===== src/rtl/seven_seg_if.sv =====
// seven_seg_if: bundles the data/control inputs and display outputs of the
// seven-segment scanner.
//   value      4*DIGITS  hex nibbles, digit 0 rightmost
//   dp         DIGITS    decimal point request per digit
//   blink_en   DIGITS    blink request per digit
//   blank_lz   1         blank leading zeros
//   load       1         capture value/dp/blink_en/blank_lz this edge
//   seg        7         {g,f,e,d,c,b,a}
//   dot        1         decimal point
//   an         DIGITS    digit enables, one active at a time
//   frame_done 1         pulse when the scan index wraps to 0
// master drives the requests (score logic / bench), slave is the scanner.
interface seven_seg_if #(
    parameter int DIGITS = 4
);
    logic [4*DIGITS-1:0] value;
    logic [DIGITS-1:0]   dp;
    logic [DIGITS-1:0]   blink_en;
    logic                blank_lz;
    logic                load;
    logic [6:0]          seg;
    logic                dot;
    logic [DIGITS-1:0]   an;
    logic                frame_done;

    modport master (
        output value, dp, blink_en, blank_lz, load,
        input  seg, dot, an, frame_done
    );

    modport slave (
        input  value, dp, blink_en, blank_lz, load,
        output seg, dot, an, frame_done
    );
endinterface


===== src/rtl/seven_seg_scanner.sv =====
// seven_seg_scanner: multiplexed N-digit hex seven-segment driver.
// A shadow copy of value/dp/blink_en/blank_lz is taken on load; the display
// runs only from the shadow. A prescaler sets the digit slot length, a scan
// index selects the digit, and a frame counter drives the blink phase.
// seg/dot/an are registered every cycle from (shadow, index, blink phase).
// Ports:
//   clk  system clock
//   rst  asynchronous active-high reset, outputs go to the off level
//   bus  seven_seg_if slave modport (see interface for signal list)
module seven_seg_scanner #(
    parameter int DIGITS         = 4,
    parameter int CLK_DIV        = 50000,
    parameter int BLINK_FRAMES   = 64,
    parameter bit SEG_ACTIVE_LOW = 1'b1,
    parameter bit DIG_ACTIVE_LOW = 1'b1
) (
    input  logic        clk,
    input  logic        rst,
    seven_seg_if.slave  bus
);
    localparam int PW = (CLK_DIV > 1) ? $clog2(CLK_DIV) : 1;
    localparam int IW = (DIGITS > 1) ? $clog2(DIGITS) : 1;
    localparam int FW = (BLINK_FRAMES > 1) ? $clog2(BLINK_FRAMES) : 1;

    localparam logic [PW-1:0]     PRE_LAST = PW'(CLK_DIV - 1);
    localparam logic [IW-1:0]     IDX_LAST = IW'(DIGITS - 1);
    localparam logic [FW-1:0]     FRM_LAST = FW'(BLINK_FRAMES - 1);
    localparam logic [6:0]        SEG_OFF  = SEG_ACTIVE_LOW ? 7'h7F : 7'h00;
    localparam logic              DOT_OFF  = SEG_ACTIVE_LOW;
    localparam logic [DIGITS-1:0] AN_OFF   = DIG_ACTIVE_LOW ? {DIGITS{1'b1}} : {DIGITS{1'b0}};

    // Active-high segment pattern {g,f,e,d,c,b,a} for one hex nibble.
    function automatic logic [6:0] hex_to_seg(input logic [3:0] nib);
        case (nib)
            4'h0:    hex_to_seg = 7'h3F;
            4'h1:    hex_to_seg = 7'h06;
            4'h2:    hex_to_seg = 7'h5B;
            4'h3:    hex_to_seg = 7'h4F;
            4'h4:    hex_to_seg = 7'h66;
            4'h5:    hex_to_seg = 7'h6D;
            4'h6:    hex_to_seg = 7'h7D;
            4'h7:    hex_to_seg = 7'h07;
            4'h8:    hex_to_seg = 7'h7F;
            4'h9:    hex_to_seg = 7'h6F;
            4'hA:    hex_to_seg = 7'h77;
            4'hB:    hex_to_seg = 7'h7C;
            4'hC:    hex_to_seg = 7'h39;
            4'hD:    hex_to_seg = 7'h5E;
            4'hE:    hex_to_seg = 7'h79;
            4'hF:    hex_to_seg = 7'h71;
            default: hex_to_seg = 7'h00;
        endcase
    endfunction

    logic [4*DIGITS-1:0] val_r;
    logic [DIGITS-1:0]   dp_r;
    logic [DIGITS-1:0]   blink_r;
    logic                lz_r;
    logic [PW-1:0]       pre_r;
    logic [IW-1:0]       idx_r;
    logic [FW-1:0]       frm_r;
    logic                phase_r;
    logic [6:0]          seg_r;
    logic                dot_r;
    logic [DIGITS-1:0]   an_r;
    logic                frame_done_r;

    logic                tick_s;
    logic                wrap_s;
    logic [DIGITS-1:0]   sel_s;
    logic [DIGITS-1:0]   lz_mask_s;
    logic                lz_run_s;
    logic [3:0]          nib_s;
    logic                blank_s;
    logic [6:0]          seg_lit_s;
    logic                dot_lit_s;

    assign tick_s = (pre_r == PRE_LAST);
    assign wrap_s = tick_s && (idx_r == IDX_LAST);

    // Shadow registers: capture the display request on load.
    always_ff @(posedge clk or posedge rst) begin
        if (rst) begin
            val_r   <= '0;
            dp_r    <= '0;
            blink_r <= '0;
            lz_r    <= 1'b0;
        end else if (bus.load) begin
            val_r   <= bus.value;
            dp_r    <= bus.dp;
            blink_r <= bus.blink_en;
            lz_r    <= bus.blank_lz;
        end else begin
            val_r   <= val_r;
            dp_r    <= dp_r;
            blink_r <= blink_r;
            lz_r    <= lz_r;
        end
    end

    // Prescaler, scan index and blink frame counter.
    always_ff @(posedge clk or posedge rst) begin
        if (rst) begin
            pre_r   <= '0;
            idx_r   <= '0;
            frm_r   <= '0;
            phase_r <= 1'b0;
        end else begin
            pre_r <= tick_s ? '0 : pre_r + 1'b1;
            if (tick_s) begin
                idx_r <= (idx_r == IDX_LAST) ? '0 : idx_r + 1'b1;
            end else begin
                idx_r <= idx_r;
            end
            if (wrap_s) begin
                if (frm_r == FRM_LAST) begin
                    frm_r   <= '0;
                    phase_r <= ~phase_r;
                end else begin
                    frm_r   <= frm_r + 1'b1;
                    phase_r <= phase_r;
                end
            end else begin
                frm_r   <= frm_r;
                phase_r <= phase_r;
            end
        end
    end

    // Digit select, leading-zero mask and blanking for the current slot.
    // The leading-zero run walks down from the top digit and stops at the
    // first non-zero nibble or set dp; digit 0 is always excluded so 0 shows "0".
    always_comb begin
        sel_s     = '0;
        lz_mask_s = '0;
        lz_run_s  = 1'b1;
        nib_s     = 4'h0;
        for (int i = DIGITS - 1; i >= 0; i--) begin
            sel_s[i]     = (idx_r == IW'(i));
            lz_run_s     = lz_run_s & (val_r[4*i +: 4] == 4'h0) & ~dp_r[i];
            lz_mask_s[i] = lz_run_s & (i != 0);
            nib_s        = nib_s | (val_r[4*i +: 4] & {4{sel_s[i]}});
        end
        blank_s   = ((|(blink_r & sel_s)) & phase_r) | (lz_r & (|(lz_mask_s & sel_s)));
        seg_lit_s = blank_s ? 7'h00 : hex_to_seg(nib_s);
        dot_lit_s = (|(dp_r & sel_s)) & ~blank_s;
    end

    // Registered output stage with polarity applied.
    always_ff @(posedge clk or posedge rst) begin
        if (rst) begin
            seg_r        <= SEG_OFF;
            dot_r        <= DOT_OFF;
            an_r         <= AN_OFF;
            frame_done_r <= 1'b0;
        end else begin
            seg_r        <= SEG_ACTIVE_LOW ? ~seg_lit_s : seg_lit_s;
            dot_r        <= SEG_ACTIVE_LOW ? ~dot_lit_s : dot_lit_s;
            an_r         <= DIG_ACTIVE_LOW ? ~sel_s : sel_s;
            frame_done_r <= wrap_s;
        end
    end

    assign bus.seg        = seg_r;
    assign bus.dot        = dot_r;
    assign bus.an         = an_r;
    assign bus.frame_done = frame_done_r;
endmodule


===== src/flat_wrapper.sv =====
// flat-port wrapper written by rule: the top's interface ports become plain ports
module seven_seg_scanner_flat 
#(
    parameter int DIGITS         = 4,
    parameter int CLK_DIV        = 50000,
    parameter int BLINK_FRAMES   = 64,
    parameter bit SEG_ACTIVE_LOW = 1'b1,
    parameter bit DIG_ACTIVE_LOW = 1'b1
)
  (clk, rst, bus_value, bus_dp, bus_blink_en, bus_blank_lz, bus_load, bus_seg, bus_dot, bus_an, bus_frame_done);
  seven_seg_if #(.DIGITS(DIGITS)) bus_i ();
  input  logic clk;
  input  logic rst;
  input wire logic [$bits(bus_i.value)-1:0] bus_value;
  input wire logic [$bits(bus_i.dp)-1:0] bus_dp;
  input wire logic [$bits(bus_i.blink_en)-1:0] bus_blink_en;
  input wire logic [$bits(bus_i.blank_lz)-1:0] bus_blank_lz;
  input wire logic [$bits(bus_i.load)-1:0] bus_load;
  output wire logic [$bits(bus_i.seg)-1:0] bus_seg;
  output wire logic [$bits(bus_i.dot)-1:0] bus_dot;
  output wire logic [$bits(bus_i.an)-1:0] bus_an;
  output wire logic [$bits(bus_i.frame_done)-1:0] bus_frame_done;
  assign bus_i.value = bus_value;
  assign bus_i.dp = bus_dp;
  assign bus_i.blink_en = bus_blink_en;
  assign bus_i.blank_lz = bus_blank_lz;
  assign bus_i.load = bus_load;
  assign bus_seg = bus_i.seg;
  assign bus_dot = bus_i.dot;
  assign bus_an = bus_i.an;
  assign bus_frame_done = bus_i.frame_done;
  seven_seg_scanner #(.DIGITS(DIGITS), .CLK_DIV(CLK_DIV), .BLINK_FRAMES(BLINK_FRAMES), .SEG_ACTIVE_LOW(SEG_ACTIVE_LOW), .DIG_ACTIVE_LOW(DIG_ACTIVE_LOW)) u_core (.clk(clk), .rst(rst), .bus(bus_i));
endmodule

===== config.mk =====
export PLATFORM = sky130hd
export DESIGN_NAME = seven_seg_scanner_flat
export DESIGN_NICKNAME = d
export VERILOG_FILES = /design/src/rtl/seven_seg_if.sv /design/src/rtl/seven_seg_scanner.sv /design/src/flat_wrapper.sv
export SDC_FILE = /design/constraint.sdc
export NUM_CORES = 1
export LEC_CHECK = 0
export CAP_MARGIN = 20
export CORE_AREA = 2 2 96 98
export CTS_BUF_LIST = sky130_fd_sc_hd__clkbuf_4
export DETAILED_ROUTE_END_ITERATION = 8
export DIE_AREA = 0 0 98 100
export GPL_TIMING_DRIVEN = 1
export PLACE_DENSITY_LB_ADDON = 0.2
export RECOVER_POWER = 50
export SETUP_SLACK_MARGIN = 0.15
export SKIP_LAST_GASP = 1
export SYNTH_ARGS = -nofsm -noshare
export SYNTH_HDL_FRONTEND = slang
export SYNTH_SLANG_ARGS = --single-unit
export TNS_END_PERCENT = 30

===== constraint.sdc =====
create_clock -name clk -period 2.4 [get_ports clk]
set_input_delay 0.6 -clock clk [delete_from_list [all_inputs] [get_ports clk]]
set_output_delay 0.6 -clock clk [all_outputs]
set_load 0.01 [all_outputs]

==> results.yml <==
synthesis:
  synth-seq-cells: 63
  yosysSeqAreaShare: 0.5345
  synth_nets: 292
  synth_ff_type: "dfrtp_1"
  async_reset_ff_frac: 1.000
  yosysTopAreaCell: "dfrtp_1"
  syn_area_sq_um: 2978
  syn-instance-count: 252
  avgSynthCellArea_sq_um: 11.82
  synth_common_cells: "51 x dfrtp_1, 28 x mux2_2, 19 x nand3_1"
  synth_edf_count: 0
  ys_types: 42
  yosysMostFrequentCell: "dfrtp_1"
  synth_warnings: 0
  ys_top_cells_by_area: "dfrtp_1 43%, dfstp_2 11%, mux2_2 11%"
  synth_top_area_share: 0.4286
detailed_routing:
  drt_first_pass_iters: 4
  vias: 2057
  wl_mm: 5.974
  wire_per_inst_um: 14.26
  viasPerCell: 4.909
  ant_nets: 0
  drt_iter0_drc: 100
  route.detailed.drc: 0
sta:
  finClkSkew_ns: 0.01014
  drv_slew: 0
  rsz0062_at_grt: "no"
  hold_violations: 0
  period_needed_ns: 2.146
  final-setup-viol-count: 0
  timing.final.crit_share: 0.8942
  fmaxAchievable_ghz: 0.4660
  slew_headroom: 0.1255
  fin_tns_setup_ns: 0
  fin_hold_ws_ns: 0.4895
  worst_slew_pin_slew_ns: 1.312
worst_setup_path:
  critPathBufInv: 2
  cpMaxStageDelayCell: "dfrtp_1"
  crit_fanout: 8
  path_cells: "inv_1 -> ha_1 -> a22o_1 -> a221oi_2 -> inv_1 -> ha_1 -> a21boi_0 -> a211oi_1 -> o21ai_1"
  critPathLaunchType: "flop"
  critPathLaunch: "u_core.idx_r[0]"
  crit_required_ns: 2.74
  cp.depth: 9
  worstSetupPathType: "reg -> reg"
  cp_data_arrival_time_ns: 2.48
  rrSetupSlack_ns: 0.25
  crit_path_end: "u_core.bus.seg[3]"
  r2r_end: "u_core.bus.seg[3]"
  cp_top_family: "compound AO/OA/AOI/OAI gates"
  cpPeakStageDelay_ns: 0.40
  reg2reg_from: "u_core.idx_r[0]"
  cp-end-kind: "flop"
  ff2ff_path_depth: 9
cts:
  clockBufferDepth: 2
  cts_hold_buffers: 0
  clkSinkCount: 63
  cts_buffers: 9
  path_clk_slew_ns: 0.11
  clk_latency_ns: 0.41
  cts_max_level: 3
  cts-root-buf: "clkbuf_4"
  tritoncts: "yes"
global_route:
  grt_pass1_wl_mm: 10.46
  grt_max_degree: 27
  grtUsageTotal: 0.1346
  grt_pass1_vias: 2102
  antenna_found_initial: 0
  grt_overflow: 0
floorplan:
  core_area_sq_um: 8890
  start_util: 0.3350
  dieWidth_um: 98
  die_area_sq_um: 9800
  placementRows: 35
  die_h_um: 100
  io_pins: 41
power:
  p_per_area_nw_per_um2: 615.9
  p_leak_nw: 1.605
  power_w: 0.002283
  ir_drop_mv: 0.3032
layout:
  nets: 343
  drive_gt1_frac: 0.2208
  area_growth_pct: 24.50
  antenna_cells: 0
  fill_cells: 851
job:
  cap_violations: 0
placement:
  gp_congestion: 0.8223
  portBuffers: 40
  dp_hpwl_mm: 4.413
min_path:
  min_path_type: "reg -> reg"
status:
  status: "completed"
-- metrics by stage --
| step | utilization | setup WS, ns | cell area, sq um | cells |
|---|---|---|---|---|
| after floorplan | - | 0.2149 | 2990 | 252 |
| after global placement | 0.4013 | 0.3269 | 3567 | 403 |
| after detailed placement | 0.4013 | 0.2619 | 3567 | 403 |
| after CTS | 0.4198 | 0.2427 | 3732 | 419 |
| after global routing | 0.4170 | 0.07991 | 3707 | 419 |
| final | 0.4170 | 0.2539 | 3707 | 419 |
-- worst min path at each step --
stage	startpoint	to	slack, ns	depth (start not counted)
floorplan	u_core.phase_r	u_core.phase_r	0.44	1
CTS	u_core.pre_r[15]	u_core.pre_r[15]	0.49	1
global placement	u_core.pre_r[15]	u_core.pre_r[15]	0.47	1
detailed placement	u_core.pre_r[15]	u_core.pre_r[15]	0.47	1
finish	u_core.pre_r[15]	u_core.pre_r[15]	0.49	1
global route	u_core.phase_r	u_core.phase_r	0.51	1
-- state kept, by name (all words and copies together) (netlist names) --
signal                 count
u_core.bus.dot             1
u_core.phase_r             1
u_core.lz_r                1
u_core.idx_r               2
u_core.blink_r             4
u_core.frm_r               6
u_core.val_r              16
u_core.bus.an              4
u_core.dp_r                4
u_core.bus.frame_done      1
u_core.pre_r              16
u_core.bus.seg             7
-- report_power, final --
group	switching [W]	internal [W]	leakage, nW	total (W)
logic	0.000115	0.000155	0.756	0.000270
clock network	0.000410	0.000423	0.0821	0.000833
registers	0.0000421	0.00114	0.767	0.00118
total	0.000566	0.00172	1.60	0.00228
-- cell type report --
class                   count  area (sq um)  share of cell area
inverters                  15         56.30             0.01519
multi-input cells         165          1300              0.3507
flip-flops and latches     63          1592              0.4293
repair buffers             49         455.4              0.1228
clock inverters             7         97.59             0.02632
clock buffers               9         67.56             0.01822
well taps                 111         138.9             0.03746
-- kinds of logic (layout without fill, tap and decap cells) --
group,after synthesis,count (layout),share of synthesized area
flip-flops,63,63,0.5345
AO/OA/AOI/OAI,35,35,0.08403
AND/OR/NAND/NOR,71,71,0.1349
buffers and inverters,24,80,0.03319
XOR/XNOR,16,16,0.04706
multiplexers,31,31,0.1160
adder cells (fa/ha/maj),12,12,0.05042
-- timing repair --
item / 4_1_cts / 5_1_grt
resized for setup: 0 / 2
buffers inserted: 0 / 0
setup endpoints to repair: 0 / 5
-- cell usage in the layout (no fill, tap or decap), types with 3 or more instances in the layout --
cell type | netlist | layout
dfrtp_1 | 51 | 51
clkdlybuf4s50_1 | 0 | 39
mux2_2 | 28 | 28
nand3_1 | 19 | 19
inv_1 | 15 | 15
nor2_1 | 14 | 14
ha_1 | 12 | 12
dfstp_2 | 12 | 12
nand2_1 | 10 | 10
xnor2_1 | 10 | 10
clkbuf_4 | 0 | 9
and3_1 | 7 | 7
xor2_1 | 6 | 6
a22oi_1 | 6 | 6
a21oi_1 | 5 | 5
buf_4 | 0 | 5
a22o_1 | 4 | 4
o211ai_1 | 4 | 4
o21ai_0 | 4 | 3
and2_1 | 3 | 3
mux2i_1 | 3 | 3
nor4_1 | 3 | 3
-- layer usage --
layer,track usage,part of all wire,vias up,wire [um]
met5,0,0,-,0
met4,0.04487,0.012,0,70
met3,0.04526,0.043,6,257
met1,0.1699,0.46,1005,2773
met2,0.2187,0.48,43,2873
li1,-,-,1003,-
Note: power is estimated with default switching activity, not from simulation.
